## config.mk

```make
export PLATFORM = sky130hd
export DESIGN_NAME = imem_loader
export DESIGN_NICKNAME = d
export VERILOG_FILES = /design/src/rtl/imem_pkg.sv /design/src/rtl/word_packer.sv /design/src/rtl/imem_loader.sv
export SDC_FILE = /design/constraint.sdc
export NUM_CORES = 1
export LEC_CHECK = 0
export CORE_MARGIN = 4
export CORE_UTILIZATION = 28
export DETAILED_ROUTE_END_ITERATION = 16
export HOLD_SLACK_MARGIN = 0.12
export SLEW_MARGIN = 20
export SYNTH_ARGS = -nofsm -noshare
export SYNTH_HDL_FRONTEND = slang
export SYNTH_SLANG_ARGS = --single-unit
```

## constraint.sdc

```tcl
create_clock -name clk -period 3.3 [get_ports clk]
set_input_delay 0.66 -clock clk [delete_from_list [all_inputs] [get_ports clk]]
set_output_delay 0.66 -clock clk [all_outputs]
set_load 0.01 [all_outputs]
```

## src/rtl/imem_pkg.sv

```systemverilog
// Shared types and constants for the boot-time instruction memory loader.
// Latency: n/a (types, constants and a helper function only).
// Backpressure: n/a.
package imem_pkg;

  // Default instruction memory capacity in 32-bit words.
  localparam int IMEM_DEPTH_WORDS = 64;

  // Width of the word count in the stream header and of the word index.
  localparam int LEN_W = 16;

  typedef enum logic [2:0] {
    ST_IDLE  = 3'd0,
    ST_LEN0  = 3'd1,
    ST_LEN1  = 3'd2,
    ST_DATA  = 3'd3,
    ST_WRITE = 3'd4,
    ST_DONE  = 3'd5,
    ST_ERR   = 3'd6
  } state_e;

  // Word index to word-aligned byte address, zero-extended to 32 bits.
  function automatic logic [31:0] word_addr(input logic [LEN_W-1:0] idx);
    return {{(32-LEN_W-2){1'b0}}, idx, 2'b00};
  endfunction

endpackage

```

## src/rtl/word_packer.sv

```systemverilog
// Packs four stream bytes little-endian into one 32-bit instruction word.
// Latency: packed word visible the cycle after its 4th byte is loaded.
// Backpressure: none; loads only when the owner asserts load.
//
// Ports:
//   clk, rst_n  - clock, synchronous active-low reset
//   load        - accept byte_data into the next byte lane
//   clr         - restart packing at byte lane 0 and zero the word
//   byte_data   - stream byte
//   word_full   - the byte being loaded this cycle completes the word
//   word        - packed word (byte k in bits [8k+7:8k])
module word_packer (
  input  logic        clk,
  input  logic        rst_n,
  input  logic        load,
  input  logic        clr,
  input  logic [7:0]  byte_data,
  output logic        word_full,
  output logic [31:0] word
);

  logic [1:0]  byte_idx_q, byte_idx_d;
  logic [31:0] word_q, word_d;

  // Shift in from the top: after four loads the first byte sits in [7:0].
  always_comb begin
    byte_idx_d = byte_idx_q;
    word_d     = word_q;
    if (clr) begin
      byte_idx_d = 2'd0;
      word_d     = 32'd0;
    end else if (load) begin
      byte_idx_d = byte_idx_q + 2'd1;
      word_d     = {byte_data, word_q[31:8]};
    end
  end

  always_ff @(posedge clk) begin
    if (!rst_n) begin
      byte_idx_q <= 2'd0;
      word_q     <= 32'd0;
    end else begin
      byte_idx_q <= byte_idx_d;
      word_q     <= word_d;
    end
  end

  // Combinational so the FSM can leave DATA on the very cycle the 4th byte
  // is accepted; byte_idx wraps to 0 on its own for the next word.
  assign word_full = load && (byte_idx_q == 2'd3) && !clr;
  assign word      = word_q;

endmodule

```

## src/rtl/imem_loader.sv

```systemverilog
// Boot loader: 16-bit LE word count, then LE-packed words written from addr 0.
// Latency: last byte at t -> we_en at t+1 -> done and cpu_hold release at t+2.
// Backpressure: byte_ready is state-decoded; stalls on byte_valid=0 hold state.
//
// Ports:
//   clk, rst_n             - clock, synchronous active-low reset
//   start                  - begin a load (honoured in IDLE or ERR only)
//   byte_valid/byte_data   - incoming byte stream
//   byte_ready             - loader takes the byte this cycle
//   we_en/we_addr/we_data  - instruction memory write port
//   cpu_hold               - core held in reset until a load completes
//   done                   - one-cycle pulse at load completion
//   err                    - sticky: requested length exceeds DEPTH_WORDS
module imem_loader
  import imem_pkg::*;
#(
  parameter int DEPTH_WORDS = IMEM_DEPTH_WORDS
) (
  input  logic        clk,
  input  logic        rst_n,
  input  logic        start,
  input  logic        byte_valid,
  input  logic [7:0]  byte_data,
  output logic        byte_ready,
  output logic        we_en,
  output logic [31:0] we_addr,
  output logic [31:0] we_data,
  output logic        cpu_hold,
  output logic        done,
  output logic        err
);

  localparam logic [LEN_W-1:0] DEPTH_L = LEN_W'(DEPTH_WORDS);

  state_e             state_q, state_d;
  logic [LEN_W-1:0]   len_q, len_d;
  logic [LEN_W-1:0]   word_idx_q, word_idx_d;
  logic               loaded_q, loaded_d;

  logic               pk_load, pk_clr, pk_full;
  logic [31:0]        pk_word;
  logic [LEN_W-1:0]   len_full;
  logic [LEN_W-1:0]   word_idx_inc;
  logic               xfer;

  assign xfer         = byte_valid && byte_ready;
  assign len_full     = {byte_data, len_q[7:0]};
  assign word_idx_inc = word_idx_q + 16'd1;

  word_packer u_packer (
    .clk       (clk),
    .rst_n     (rst_n),
    .load      (pk_load),
    .clr       (pk_clr),
    .byte_data (byte_data),
    .word_full (pk_full),
    .word      (pk_word)
  );

  always_ff @(posedge clk) begin
    if (!rst_n) begin
      state_q    <= ST_IDLE;
      len_q      <= '0;
      word_idx_q <= '0;
      loaded_q   <= 1'b0;
    end else begin
      state_q    <= state_d;
      len_q      <= len_d;
      word_idx_q <= word_idx_d;
      loaded_q   <= loaded_d;
    end
  end

  always_comb begin
    state_d    = state_q;
    len_d      = len_q;
    word_idx_d = word_idx_q;
    loaded_d   = loaded_q;
    pk_load    = 1'b0;
    pk_clr     = 1'b0;

    unique case (state_q)
      ST_IDLE: begin
        if (start) begin
          loaded_d = 1'b0;
          state_d  = ST_LEN0;
        end
      end
      ST_LEN0: begin
        if (xfer) begin
          len_d   = {len_q[15:8], byte_data};
          state_d = ST_LEN1;
        end
      end
      ST_LEN1: begin
        // Packer is restarted here so every load begins at byte lane 0.
        pk_clr = 1'b1;
        if (xfer) begin
          len_d = len_full;
          if (len_full == '0) begin
            loaded_d = 1'b1;
            state_d  = ST_DONE;
          end else if (len_full > DEPTH_L) begin
            state_d = ST_ERR;
          end else begin
            word_idx_d = '0;
            state_d    = ST_DATA;
          end
        end
      end
      ST_DATA: begin
        pk_load = xfer;
        if (pk_full) begin
          state_d = ST_WRITE;
        end
      end
      ST_WRITE: begin
        word_idx_d = word_idx_inc;
        if (word_idx_inc == len_q) begin
          loaded_d = 1'b1;
          state_d  = ST_DONE;
        end else begin
          state_d = ST_DATA;
        end
      end
      ST_DONE: begin
        state_d = ST_IDLE;
      end
      ST_ERR: begin
        if (start) begin
          loaded_d = 1'b0;
          state_d  = ST_LEN0;
        end
      end
      default: begin
        state_d = ST_IDLE;
      end
    endcase
  end

  // Moore outputs. we_addr is only driven during WRITE so it never shows
  // the one-past-the-end index held after the last word.
  assign byte_ready = (state_q == ST_LEN0) || (state_q == ST_LEN1) ||
                      (state_q == ST_DATA);
  assign we_en      = (state_q == ST_WRITE);
  assign we_addr    = (state_q == ST_WRITE) ? word_addr(word_idx_q) : 32'd0;
  assign we_data    = pk_word;
  assign done       = (state_q == ST_DONE);
  assign err        = (state_q == ST_ERR);
  assign cpu_hold   = ~loaded_q;

endmodule

```

# ---- Word level (Yosys, flattened, before mapping)
# Index checks and enable logic that the tools add are counted.
dict set report totals {
  regBits 70
  elab_cells 70
}
dict set report op_classes {
  order_cmp 1
  add_sub_neg 2
  reduce_logical 17
  mux 23
  bitwise_logic 4
  eq_ne 16
}
# operator count
set ops {}
lappend ops {{16-bit two-way mux} 4}
lappend ops {{16-bit case mux with 2 select lines} 2}
lappend ops {{3-bit two-way mux} 7}
lappend ops {{18-bit two-way mux} 1}
lappend ops {{16-bit by 1-bit adder with 16-bit output (second input constant)} 1}
lappend ops {{16-bit equality test} 1}
lappend ops {{16-bit by 7-bit greater-than comparator with 1-bit output (second input constant)} 1}
lappend ops {{16-bit zero test} 1}
lappend ops {{3-bit case mux with 5 select lines} 1}
lappend ops {{2-bit inequality test (second input constant)} 6}
lappend ops {{3-bit equality test (second input constant)} 3}
lappend ops {{8-bit two-way mux} 1}
lappend ops {{4-bit AND reduction} 2}
lappend ops {{3-bit by 2-bit equality test with 1-bit output (second input constant)} 2}
lappend ops {{1-bit two-way mux} 6}
lappend ops {{3-bit AND reduction} 2}
lappend ops {{5-bit AND reduction} 1}
lappend ops {{2-bit by 1-bit inequality test with 1-bit output (second input constant)} 2}
lappend ops {{1-bit inverter} 4}
lappend ops {{2-bit OR reduction} 2}
lappend ops {{3-bit by 1-bit equality test with 1-bit output (second input constant)} 1}
lappend ops {{1-bit logical AND} 3}
lappend ops {{3-bit zero test} 1}
lappend ops {{1-bit case mux with 3 select lines} 1}
lappend ops {{6 further kinds} 7}

# ---- Longest topological paths before layout
dict set report depth {
  word_depth 9
  ltp_mapped 9
  mapped_depth_nobuf 8
}

# ---- Hierarchy
# A second synthesis with hierarchy kept.
dict set report unflattened {
  hier_cells 435
  hier_area_um2 3727.3
}
# mod seq_area_each_um2 cells_each n_inst area_per_inst_um2
set modules_own_cells {}
lappend modules_own_cells {imem_loader 720.7 321 1 2439.8}
lappend modules_own_cells {word_packer 680.7 114 1 1287.5}

# ---- Worst setup path after synthesis
# OpenSTA, ideal clock, no wires.
dict set report synth_path {
  path_type {register to register}
  from {reg word_idx_q[0]}
  to {reg state_q[2]}
  arrival_time_ps 2326
  setup_ps 84
  n_path_buf 0
  required_ps 3216
  path_slack_ps 889
  synth_period_minus_slack_ps 2411
  stages_incl_launch_ff 9
  cell_sequence {dfxtp_1 ha_1 and3_1 and3_1 nor3_1 a31oi_1 or4_4 or3_1 o31ai_2}
}
dict set report synth_via {
  elab_chain_len 4
}
# item line
set synth_lines {}
lappend synth_lines {{from (decl)} imem_loader.sv:37} ;# logic [LEN_W-1:0] word_idx_q, word_idx_d;
lappend synth_lines {{from (signal assigned)} imem_loader.sv:69} ;# word_idx_q <= word_idx_d;
lappend synth_lines {{16-bit by 1-bit adder with 16-bit output} imem_loader.sv:48} ;# assign word_idx_inc = word_idx_q + 16'd1;
lappend synth_lines {{16-bit equality test} imem_loader.sv:119} ;# if (word_idx_inc == len_q) begin
lappend synth_lines {{3-bit two-way mux} imem_loader.sv:119}
lappend synth_lines {{3-bit case mux with 5 select lines} imem_loader.sv:82} ;# unique case (state_q)
lappend synth_lines {{to (signal assigned)} imem_loader.sv:67} ;# state_q <= state_d;
lappend synth_lines {{to (decl)} imem_loader.sv:35} ;# state_e state_q, state_d;
# Every way passes these cells.
# A chain may end at the register's enable or synchronous reset.

# ---- Worst setup path in the final report
dict set report layout_path {
  from {reg state_q[2]}
  to {out err}
}
dict set report layout_via {
  elab_chain_len 1
}
# item line
set layout_lines {}
lappend layout_lines {{3-bit equality test} imem_loader.sv:149} ;# assign err = (state_q == ST_ERR);
lappend layout_lines {{to (decl)} imem_loader.sv:30} ;# output logic err
# Every way passes these cells.

==> results_dict.tcl <==
set metrics [dict create \
    hold_buffers 0 \
    tightest_slew_ps 1030 \
    r2r-end "state_q[1]$_SDFFE_PN0P_" \
    cpPeakStageDelay_ps 860 \
    insertion_delay_ps 340 \
    finalHoldWorstSlack_ps 456 \
    finalHoldViolCount 0 \
    cts_tree "done" \
    grt_pass1_wl_mm 15.8 \
    total_power_mw 2.14 \
    fp.coreArea_sq_um 12600 \
    die_x_microns 122 \
    vdd_drop_max_uv 187 \
    htreeDepth 3 \
    cp.arrival_ps 2060 \
    ant_nets 0 \
    startpoint_type "flip-flop" \
    drt_iter0_drc 208 \
    fin_skew_ps 2.61 \
    end_kind "output pin" \
    post-route-period-util_pct 82.4 \
    post-route-util_pct 37.0 \
    avgSynthCellArea_sq_um 7.55 \
    antennaDiodeCount 0 \
    fin_nets 543 \
    vias 3394 \
    ys_types 49 \
    hold_depth 2 \
    via_per_inst 4.81 \
    place_inst 690 \
    setup_ws_ps 580 \
    cp_slowest_cell "dfxtp_1" \
    p_int_mw 1.61 \
    async_flop_share_pct 0 \
    crit_required_ps 2640 \
    wl_per_cell_microns 14.0 \
    place_ws_ps 457 \
    combPwrFrac_pct 10.0 \
    p_clk_share_pct 48.3 \
    gp_congestion 0.886 \
    port_buffers 64 \
    crit_fanout 30 \
    yosys_warnings 0 \
    drc 0 \
    register_area_sq_um 1400 \
    netlist.area_leader.share_pct 38.8 \
    maxSlewHeadroom_pct 31.6 \
    synthCells 478 \
    setup_violations 0 \
    root_buffer "clkbuf_16" \
    fin_crit_ps 2720 \
    path_class "reg2out" \
    synth_flop_cell "dfxtp_1" \
    clock-sinks 70 \
    grt_max_degree 35 \
    routed_wl_mm 9.86 \
    place_area_sq_um 4350 \
    fmax_ghz 0.368 \
    hold_path_class "reg2reg" \
    p_sw_mw 0.524 \
    synth_top_cell_by_area "dfxtp_1" \
    final_area_sq_um 4670 \
    die_area_sq_um 14800 \
    synth_seq_cells 70 \
    io_pins 81 \
    pwr_density_cell_nw_per_um2 458 \
    overflow 0 \
    antenna_found_initial 0 \
    rsz0062_at_grt "false" \
    grt_use_total_pct 13.3 \
    grt_pass1_vias 3236 \
    firstDrtPassIters 4 \
    seqPwrFrac_pct 41.7 \
    area_growth_pct 29.2 \
    cts_buffers 9 \
    ctsResizeCount 0 \
    setup.worst_path.start "state_q[2]$_SDFFE_PN0P_" \
    fin_tns_setup_ps 0 \
    synth.area.top_cells "dfxtp_1 39%, nand2_1 11%, a21oi_1 7.9%, nor2_1 4.2%, and3_1 4.0%" \
    clockBufferDepth 2 \
    rows 41 \
    dp_hpwl_mm 6.98 \
    synth_area_sq_um 3610 \
    finalNonFillerCells 706 \
    sw_frac_of_total_pct 24.5 \
    critPathCapture "err" \
    status "finished clean" \
    path_clk_slew_ps 60 \
    fp.dieH_microns 122 \
    r2r_cells 7 \
    multiInputGateArea_sq_um 2010 \
    drive_gt1_share_pct 5.99 \
    leakagePower_nw 1.66 \
    r2r_start "word_idx_q[5]$_SDFFE_PN0P_" \
    num-fill-cells 1333 \
    slew_viol_final 0 \
    max_cap_viol_count 0 \
    post_cts_buffers 0 \
    yosysSeqAreaShare_pct 38.8 \
    initial_core_util_pct 28.6 \
    rrSetupSlack_ps 590 \
    synth_edf_count 0 \
    crit_chain "nand2b_1 -> nor2_1 -> clkdlybuf4s50_1" \
]
state kept, by name, summed over array words and instances (netlist names):
register / flops
len_q: 16
loaded_q: 1
state_q: 3
u_packer.byte_idx_q: 2
u_packer.word: 32
word_idx_q: 16
kinds of logic (layout without fill, tap and decap cells):
kind of cell | after synthesis | count (layout) | share of synthesized area (%)
flops | 70 | 70 | 38.8
fa+ha+maj | 2 | 2 | 0.693
compound gates | 104 | 104 | 16.6
other cells | 1 | 16 | 0.104
buf+inv | 52 | 93 | 7.10
mux | 10 | 10 | 2.81
simple gates | 216 | 216 | 28.3
xor+xnor | 23 | 23 | 5.58
worst min-delay path by stage:
stage	startpoint	end	slack (ps)
after floorplan	u_packer.byte_idx_q[1]$_SDFFE_PP0P_	u_packer.byte_idx_q[1]$_SDFFE_PP0P_	440
after global placement	u_packer.word[3]$_SDFFE_PP0P_	u_packer.word[3]$_SDFFE_PP0P_	440
after detailed placement	u_packer.word[6]$_SDFFE_PP0P_	u_packer.word[6]$_SDFFE_PP0P_	450
after CTS	u_packer.word[6]$_SDFFE_PP0P_	u_packer.word[6]$_SDFFE_PP0P_	460
after global routing	u_packer.word[1]$_SDFFE_PP0P_	u_packer.word[1]$_SDFFE_PP0P_	480
final	u_packer.word[6]$_SDFFE_PP0P_	u_packer.word[6]$_SDFFE_PP0P_	460
layer usage:
layer / track usage (%) / vias to the layer above / share of wire, %
li1: - / 1714 / -
met1: 17.6 / 1586 / 46
met2: 20.9 / 86 / 47
met3: 3.67 / 8 / 5.0
met4: 4.34 / 0 / 1.3
met5: 0 / - / 0
worst max-delay path: cells and delay by family (launching register included):
| kind | cells | cell delay (ps) |
|---|---|---|
| and+or+nand+nor | 2 | 310 |
| DFF | 1 | 860 |
| buffers and inverters | 1 | 550 |
cell usage in the layout, fill, tap and decap left out, types with 2 or more instances in the layout:
cell             instances
a22oi_1                  4
or3b_2                   2
clkdlybuf4s50_1         64
o22ai_1                  2
clkinvlp_4               2
a31oi_1                  8
ha_1                     2
nor3_1                  11
nand4_1                  2
clkbuf_16                9
nor4_1                   4
mux2i_1                  9
and3_1                  23
xor2_1                   7
nand2_1                106
inv_1                    5
o31ai_1                  6
buf_4                    8
bufinv_16                2
dfxtp_1                 70
nor2_1                  40
clkbuf_1                 2
xnor2_1                 16
conb_1                  16
nand3_1                  5
o21ai_0                 16
or4_1                    4
or3_1                    5
nor3b_1                  3
a21oi_1                 57
nand2b_1                 3
synthesized netlist by cell type, drive strengths merged (4+ instances only):
library cell,number
a21oi,57
a22oi,4
a31oi,8
and3,24
buf,18
clkbuf,29
dfxtp,70
inv,5
mux2i,9
nand2,106
nand3,5
nor2,40
nor3,11
nor4,5
o21ai,17
o31ai,7
or3,5
or4,5
xnor2,16
xor2,7
final cells by class:
type,instances,area share [%]
sequential,70,30.0
multi-input combinational,371,43.1
timing repair buffer,72,15.0
clock inverter,5,1.80
clock buffer,11,4.99
inverter,5,0.402
tap,172,4.61
power groups by stage:
stage                     registers (mW)  logic [mW]  clock network, mW
after floorplan                    0.891       0.168                  0
after global placement             0.908       0.208                  0
after detailed placement           0.909       0.213                  0
after CTS                          0.890       0.214               1.05
after global routing               0.894       0.237               1.08
final                              0.890       0.214               1.03
(Power assumes the default switching activity.)
